==> config.mk <==
export PLATFORM = sky130hd
export DESIGN_NAME = instr_encoder_loader_flat
export DESIGN_NICKNAME = d
export VERILOG_FILES = /design/src/rtl/instr_encoder_loader_if.sv /design/src/rtl/instr_encoder_loader.sv /design/src/flat_wrapper.sv
export SDC_FILE = /design/constraint.sdc
export NUM_CORES = 1
export LEC_CHECK = 0
export BUFFER_PORTS_ARGS = -buffer_cell sky130_fd_sc_hd__buf_2
export CORE_MARGIN = 8
export CORE_UTILIZATION = 40
export DETAILED_ROUTE_END_ITERATION = 7
export PLACE_DENSITY = 0.79
export RECOVER_POWER = 100
export SLEW_MARGIN = 30
export SYNTH_ARGS = -nofsm -noshare
export SYNTH_HDL_FRONTEND = slang
export SYNTH_SLANG_ARGS = --single-unit
==> constraint.sdc <==
create_clock -name clk -period 2.6 [get_ports clk]
set_input_delay 0.13 -clock clk [delete_from_list [all_inputs] [get_ports clk]]
set_output_delay 0.13 -clock clk [all_outputs]
set_load 0.03 [all_outputs]
==> src/rtl/instr_encoder_loader_if.sv <==
// Request bus carrying one decoded instruction field set from the loader to the encoder.
// The master offers fields with req_valid; the slave signals acceptance with req_ready.
interface instr_encoder_loader_if;
  logic        req_valid;
  logic        req_ready;
  logic [1:0]  fmt;
  logic [5:0]  opcode;
  logic [4:0]  rs;
  logic [4:0]  rt;
  logic [4:0]  rd;
  logic [4:0]  sa;
  logic [5:0]  func;
  logic [15:0] immediate;
  logic [25:0] instr_index;

  modport master (
    output req_valid, fmt, opcode, rs, rt, rd, sa, func, immediate, instr_index,
    input  req_ready
  );

  modport slave (
    input  req_valid, fmt, opcode, rs, rt, rd, sa, func, immediate, instr_index,
    output req_ready
  );
endinterface

==> src/rtl/instr_encoder_loader.sv <==
// Re-packs decoded MIPS fields into 32-bit words and streams them into instruction
// memory at consecutive addresses, one registered write per accepted legal request.
module instr_encoder_loader #(
  parameter int ADDR_W = 10
) (
  input  logic                   clk,
  input  logic                   rst_n,
  input  logic                   start,
  input  logic [ADDR_W-1:0]      base_addr,
  input  logic                   finish,
  instr_encoder_loader_if.slave  req,
  output logic                   imem_we,
  output logic [ADDR_W-1:0]      imem_addr,
  output logic [31:0]            imem_wdata,
  output logic [ADDR_W:0]        word_cnt,
  output logic                   bad_fmt,
  output logic                   full,
  output logic                   done
);

  typedef enum logic [1:0] {IDLE, LOAD, FULL, DONE} state_t;

  localparam logic [1:0]        FMT_R     = 2'd0;
  localparam logic [1:0]        FMT_I     = 2'd1;
  localparam logic [1:0]        FMT_J     = 2'd2;
  localparam logic [ADDR_W-1:0] LAST_ADDR = '1;
  localparam logic [ADDR_W-1:0] PTR_ONE   = {{(ADDR_W-1){1'b0}}, 1'b1};
  localparam logic [ADDR_W:0]   CNT_ONE   = {{ADDR_W{1'b0}}, 1'b1};

  state_t            state;
  logic [ADDR_W-1:0] wptr;
  logic              ready;
  logic              accept;
  logic [31:0]       enc;

  assign req.req_ready = ready;
  // ready is registered high exactly while in LOAD, so accept never depends on req_valid timing.
  assign accept = req.req_valid & ready;

  // NOTE: enc gets a default before the case so this block can never infer a latch.
  always_comb begin
    enc = '0;
    case (req.fmt)
      FMT_R:   enc = {req.opcode, req.rs, req.rt, req.rd, req.sa, req.func};
      FMT_I:   enc = {req.opcode, req.rs, req.rt, req.immediate};
      FMT_J:   enc = {req.opcode, req.instr_index};
      default: enc = '0;
    endcase
  end

  // NOTE: non-blocking assignments throughout, so every register sees pre-edge values
  // and later assignments in the same cycle (finish after an accept) simply take priority.
  always_ff @(posedge clk) begin
    if (!rst_n) begin
      state      <= IDLE;
      wptr       <= '0;
      ready      <= 1'b0;
      imem_we    <= 1'b0;
      imem_addr  <= '0;
      imem_wdata <= '0;
      word_cnt   <= '0;
      bad_fmt    <= 1'b0;
      full       <= 1'b0;
      done       <= 1'b0;
    end else begin
      imem_we <= 1'b0;
      done    <= 1'b0;
      case (state)
        IDLE: begin
          if (start) begin
            wptr     <= base_addr;
            word_cnt <= '0;
            bad_fmt  <= 1'b0;
            full     <= 1'b0;
            ready    <= 1'b1;
            state    <= LOAD;
          end
        end
        LOAD: begin
          if (accept) begin
            if (req.fmt == 2'd3) begin
              bad_fmt <= 1'b1;
            end else begin
              imem_we    <= 1'b1;
              imem_addr  <= wptr;
              imem_wdata <= enc;
              word_cnt   <= word_cnt + CNT_ONE;
              // The top word ends the session's address space; the pointer never wraps.
              if (wptr == LAST_ADDR) begin
                full  <= 1'b1;
                ready <= 1'b0;
                state <= FULL;
              end else begin
                wptr <= wptr + PTR_ONE;
              end
            end
          end
          if (finish) begin
            ready <= 1'b0;
            done  <= 1'b1;
            state <= DONE;
          end
        end
        FULL: begin
          if (finish) begin
            done  <= 1'b1;
            state <= DONE;
          end
        end
        DONE:    state <= IDLE;
        default: state <= IDLE;
      endcase
    end
  end

endmodule

==> src/flat_wrapper.sv <==
// flat-port wrapper written by rule: the top's interface ports become plain ports
module instr_encoder_loader_flat 
#(
  parameter int ADDR_W = 10
)
  (clk, rst_n, start, base_addr, finish, imem_we, imem_addr, imem_wdata, word_cnt, bad_fmt, full, done, req_req_valid, req_fmt, req_opcode, req_rs, req_rt, req_rd, req_sa, req_func, req_immediate, req_instr_index, req_req_ready);
  instr_encoder_loader_if req_i ();
  input  logic clk;
  input  logic rst_n;
  input  logic start;
  input  logic [ADDR_W-1:0] base_addr;
  input  logic finish;
  output logic imem_we;
  output logic [ADDR_W-1:0] imem_addr;
  output logic [31:0] imem_wdata;
  output logic [ADDR_W:0] word_cnt;
  output logic bad_fmt;
  output logic full;
  output logic done;
  input wire logic [$bits(req_i.req_valid)-1:0] req_req_valid;
  input wire logic [$bits(req_i.fmt)-1:0] req_fmt;
  input wire logic [$bits(req_i.opcode)-1:0] req_opcode;
  input wire logic [$bits(req_i.rs)-1:0] req_rs;
  input wire logic [$bits(req_i.rt)-1:0] req_rt;
  input wire logic [$bits(req_i.rd)-1:0] req_rd;
  input wire logic [$bits(req_i.sa)-1:0] req_sa;
  input wire logic [$bits(req_i.func)-1:0] req_func;
  input wire logic [$bits(req_i.immediate)-1:0] req_immediate;
  input wire logic [$bits(req_i.instr_index)-1:0] req_instr_index;
  output wire logic [$bits(req_i.req_ready)-1:0] req_req_ready;
  assign req_i.req_valid = req_req_valid;
  assign req_i.fmt = req_fmt;
  assign req_i.opcode = req_opcode;
  assign req_i.rs = req_rs;
  assign req_i.rt = req_rt;
  assign req_i.rd = req_rd;
  assign req_i.sa = req_sa;
  assign req_i.func = req_func;
  assign req_i.immediate = req_immediate;
  assign req_i.instr_index = req_instr_index;
  assign req_req_ready = req_i.req_ready;
  instr_encoder_loader #(.ADDR_W(ADDR_W)) u_core (.clk(clk), .rst_n(rst_n), .start(start), .base_addr(base_addr), .finish(finish), .req(req_i), .imem_we(imem_we), .imem_addr(imem_addr), .imem_wdata(imem_wdata), .word_cnt(word_cnt), .bad_fmt(bad_fmt), .full(full), .done(done));
endmodule
# After elaboration in Yosys (flattened, before gate mapping)
# Cells that the tools add are included.
# totals
reg_bits	70
output_inout_bits	58
wordCells	77
# classes
add_sub_neg	2
eq_ne	17
mux	33
bitwise	2
n_reduce_logical	13
# ops
operator	count
one-hot mux 32 bit (3 select lines)	1
two-way mux 10 bit	4
two-way mux 11 bit	3
one-hot mux 11 bit (2 select lines)	1
one-hot mux 10 bit (2 select lines)	1
AND reduction 5 bit	4
two-way mux 1 bit	13
two-way mux 2 bit	6
adder 11 x 1 -> 11 bit, second input constant	1
adder 10 x 1 -> 10 bit, second input constant	1
equality test 10 bit, second input constant	1
equality test 2 bit, second input constant	4
!= test 2 bit, second input constant	4
one-hot mux 2 bit (4 select lines)	1
AND reduction 4 bit	2
!= test 2 x 1 -> 1 bit, second input constant	3
!= test 3 x 2 -> 1 bit, second input constant	2
one-hot mux 1 bit (2 select lines)	3
AND reduction 3 bit	2
equality test 2 x 1 -> 1 bit, second input constant	2
logical NOT 2 bit	2
!= test 3 bit, second input constant	1
AND reduction 2 bit	1
nonzero test 2 bit	1
3 further kinds	3

# Longest topological paths before layout
# depth
word_depth	6
ltp_mapped	8
depth_no_buf	7

# Worst setup path after synthesis
# No wires, ideal clock.
# synth_path
kind	flip-flop to flip-flop
start	reg u_core.state[0]
end	reg u_core.wptr[2]
arrival_time_ps	1770
required_ps	2526
slack_ps	756
path_stages_with_launch	9
n_path_buf	1
synth_period_minus_slack_ps	1844
path_cell_list	dfxtp_1 -> inv_1 -> ha_1 -> buf_2 -> nor2b_1 -> nor3_4 -> o211ai_1 -> or3b_1 -> a31oi_1
# synth_between
elab_chain_len	3
# synth_lines
element	line	source
start: declaration	instr_encoder_loader.sv:30	state_t state;
start signal: assignment	instr_encoder_loader.sv:55	state <= IDLE;
start signal: assignment	instr_encoder_loader.sv:76	state <= LOAD;
start signal: assignment	instr_encoder_loader.sv:92	state <= FULL;
equality test 2 x 1 -> 1 bit or logical NOT 2 bit (tied branches)	instr_encoder_loader.sv:68	case (state)
!= test 2 bit (no source line), or another cell as far along	--	
AND reduction 5 bit (no source line)	--	
end signal: assignment	instr_encoder_loader.sv:71	wptr <= base_addr;
end signal: assignment	instr_encoder_loader.sv:94	wptr <= wptr + PTR_ONE;
end: declaration	instr_encoder_loader.sv:31	logic [ADDR_W-1:0] wptr;
# Several ways; a longest one is shown, not always the timed one.
# A chain may end at the register's enable or synchronous reset.

# Worst setup path in the final report
# layout_path
start	reg u_core.state[1]
end	reg u_core.wptr[7]
# The elaborated chain is that of the path after synthesis.

==> impl_metrics.ini <==
[placed_design]
gpl.final_weighted_congestion = 0.854
port_buffers = 148
place.detailed.instances = 630
place_hpwl_um = 8230
pre_cts_ws_ps = 441

[finish]
total_number_of_nets_in_the_final_design = 637
fillCellCount = 823
sequential_cell_area_mm2 = 0.00140
n_antenna_cell = 0
finalNonFillerCells = 650
area_of_the_multi_input_gates_mm2 = 0.00182
post_route_cells_drive_above_1_share_pct = 25.9
syn2layout_area_growth_pct = 27.6

[global_routing]
grtUsageTotal_pct = 17.7
antenna_found_initial = 0
grt_max_degree = 43
first_global_vias = 3501
wire_length_of_the_first_global_routing_pass_um = 17000
grt-ovfl-total = 0

[clock_network]
post_cts_setup_buffer_count = 0
cts_inserted_buffers = 9
cts_root_buf = sky130_fd_sc_hd__clkbuf_8
post_cts_resized = 0
cts.htree.levels = 3
clock_path_buffers = 2
cts_tree = done
insertion_delay_ps = 350
cts.reportedPaths.clkPinSlew_ps = 80
hold_buffers = 4
clock_sink_count = 70

[sta]
slew_violations = 0
worst_clock_skew_ps = 8.62
grt_setup_unrepaired = false
worst_slew_margin_rel_pct = 40.4
max_clock_freq_ghz = 0.454
final.setup.tns_ps = 0
final_hold_viol_count = 0
max_slew.worst_pin.slew_ps = 895
finalWorstSetupSlack_ps = 398
setup_viol = 0
period_share_pct = 84.7
period_needed_ps = 2200

[die]
num_io_pins = 149
die-height_um = 108
dieWidth_um = 108
num_rows = 33
floorplan.core_area_mm2 = 0.00826
initial_standard_cell_utilization_of_the_core_pct = 41.4
die_area_mm2 = 0.0118

[synthesis]
synth_area_mm2 = 0.00342
yosys.area.top_type = sky130_fd_sc_hd__dfxtp_1
ys_ff_latch = 70
synthCells = 403
yosys_warnings = 0
synthTopCellsByCount = sky130_fd_sc_hd__dfxtp_1, sky130_fd_sc_hd__nor2_1, sky130_fd_sc_hd__nand2_1
synthFlopType = sky130_fd_sc_hd__dfxtp_1
synth_top_area_share_pct = 41.0
synth_seq_area_share_pct = 41.0
async_flop_share_pct = 0
post_synthesis_net_count = 500
post-synth-top-count-cell = sky130_fd_sc_hd__dfxtp_1
post_synth_num_cell_types = 50
yosys-top-cells-area = sky130_fd_sc_hd__dfxtp_1, sky130_fd_sc_hd__a221oi_1, sky130_fd_sc_hd__mux2_2
avgSynthCellArea_um2 = 8.48
synth_edf_count = 0

[route]
routed_wire_length_per_instance_um = 17.1
drc = 0
wl_um = 11100
detailedRoute.firstPassIterationCount = 4
vias = 3608
avgViaCountPerCell = 5.55
detailedRoute.firstIterationViolations = 140
drt_antenna_net_count = 0

[min_path]
worst_hold_path_type = input pin to register
hold_end = u_core.imem_wdata[31]
hp-start = req_opcode[5]
timing.hold.worst_path_depth = 3

[critical_path]
timing.rr.start = u_core.state[1]
end_kind = register
worst-r2r-setup-slack_ps = 400
path_cells = inv_1, ha_1, buf_4, mux2_1, and3_1, a21oi_1, a211oi_1
worst_r2r_endpoint = u_core.wptr[7]
cp-start-kind = register
timing.reg2reg.worst_path_depth = 7
cp_max_fo = 28
cell_type_group_with_the_largest_total_delay_on_the_critical_path = multiplexers
cp.arrival_ps = 2460
cpMaxStageDelayCell = sky130_fd_sc_hd__mux2_1
cp_data_required_time_ps = 2860
cp_num_buf_inv = 2
critPathKind = register to register
critical-path-max-stage-delay_ps = 440

[pwr]
p_leak_nw = 1.66
worst_ir_drop_vdd_mv = 0.438
power_w = 0.00347
power-per-cell-area_mw_per_mm2 = 797

[job]
max_cap_viol_count = 0

[run_status]
run_status = finished, final reports clean
## worst min-delay path, delay by kind of cell
kind | cells | cell delay [ps]
AOI/OAI and AO/OA | 1 | 50
buffers and inverters | 1 | 90
and+or+nand+nor | 1 | 50
## per-stage QoR
step	utilization (%)	area [µm²]	hold WS [ps]
6_report	52.8	4360	31.2
5_1_grt	52.8	4360	31.3
4_1_cts	54.0	4460	16.3
3_5_place_dp	50.7	4180	381
3_3_place_gp	50.7	4180	373
2_1_floorplan	-	3420	261
## state kept, by name, indices dropped and copies added (netlist names)
name	flops
u_core.bad_fmt	1
u_core.done	1
u_core.full	1
u_core.imem_addr	10
u_core.imem_wdata	32
u_core.imem_we	1
u_core.req.req_ready	1
u_core.state	2
u_core.word_cnt	11
u_core.wptr	10
## layout by cell type, fill, tap and decap left out, types with 2 or more instances in the layout
master and count:
sky130_fd_sc_hd__a211oi_1 3, sky130_fd_sc_hd__a21o_1 2, sky130_fd_sc_hd__a21oi_1 24, sky130_fd_sc_hd__a221oi_1 26, sky130_fd_sc_hd__a22o_1 2, sky130_fd_sc_hd__a22oi_1 2, sky130_fd_sc_hd__a31oi_1 6, sky130_fd_sc_hd__and3_1 8
sky130_fd_sc_hd__and4_1 3, sky130_fd_sc_hd__buf_2 90, sky130_fd_sc_hd__buf_4 5, sky130_fd_sc_hd__bufinv_16 2, sky130_fd_sc_hd__clkbuf_1 58, sky130_fd_sc_hd__clkbuf_8 10, sky130_fd_sc_hd__clkinv_4 2, sky130_fd_sc_hd__dfxtp_1 70
sky130_fd_sc_hd__dlygate4sd3_1 4, sky130_fd_sc_hd__ha_1 6, sky130_fd_sc_hd__inv_1 4, sky130_fd_sc_hd__inv_2 3, sky130_fd_sc_hd__mux2_2 17, sky130_fd_sc_hd__mux2i_1 2, sky130_fd_sc_hd__nand2_1 42, sky130_fd_sc_hd__nand2b_1 2
sky130_fd_sc_hd__nand3_1 14, sky130_fd_sc_hd__nand4_1 9, sky130_fd_sc_hd__nor2_1 53, sky130_fd_sc_hd__nor3_1 30, sky130_fd_sc_hd__o21ai_0 9, sky130_fd_sc_hd__o31ai_1 2, sky130_fd_sc_hd__or3_1 2, sky130_fd_sc_hd__xor2_1 9
## worst max-delay path by stage
stage | start | end | slack (ps) | depth (start not counted)
after global routing | u_core.state[1] | u_core.wptr[7] | 180 | 7
after floorplan | u_core.state[0] | u_core.wptr[2] | 760 | 8
after global placement | u_core.state[1] | u_core.imem_wdata[25] | 550 | 7
final | u_core.state[1] | u_core.wptr[7] | 400 | 7
after CTS | u_core.state[1] | u_core.imem_wdata[24] | 440 | 7
after detailed placement | u_core.state[1] | u_core.imem_wdata[24] | 440 | 7
## routing by layer
metal | wire, µm | GRT usage [%] | up-vias
li1 | - | - | 1735
met1 | 4800 | 21.5 | 1677
met2 | 4990 | 29.4 | 182
met3 | 1110 | 4.64 | 14
met4 | 179 | 6.94 | 0
met5 | 0 | 0 | -
## area by class of cell
| class | instances | share of cell area (%) |
|---|---|---|
| Clock inverter | 6 | 2.15 |
| Timing Repair Buffer | 158 | 17.2 |
| Multi-Input combinational cell | 294 | 41.7 |
| Clock buffer | 10 | 3.16 |
| Sequential cell | 70 | 32.1 |
| Tap cell | 105 | 3.01 |
| Inverter | 7 | 0.603 |
## report_power, final
part	total [W]	switching, W	internal, W
clock	0.00102	0.000452	0.000573
combinational	0.00110	0.000710	0.000390
sequential	0.00135	0.000153	0.00120
## logic make-up (layout without fill, tap and decap cells)
group | after synthesis | after routing | share of synthesized area, %
flops | 70 | 70 | 41.0
mux | 20 | 20 | 6.52
compound gates | 87 | 87 | 18.8
simple gates | 172 | 172 | 24.0
fa+ha+maj | 6 | 6 | 2.20
buf+inv | 39 | 181 | 5.20
xor+xnor | 9 | 9 | 2.31
Note: power is estimated with default switching activity, not from simulation.
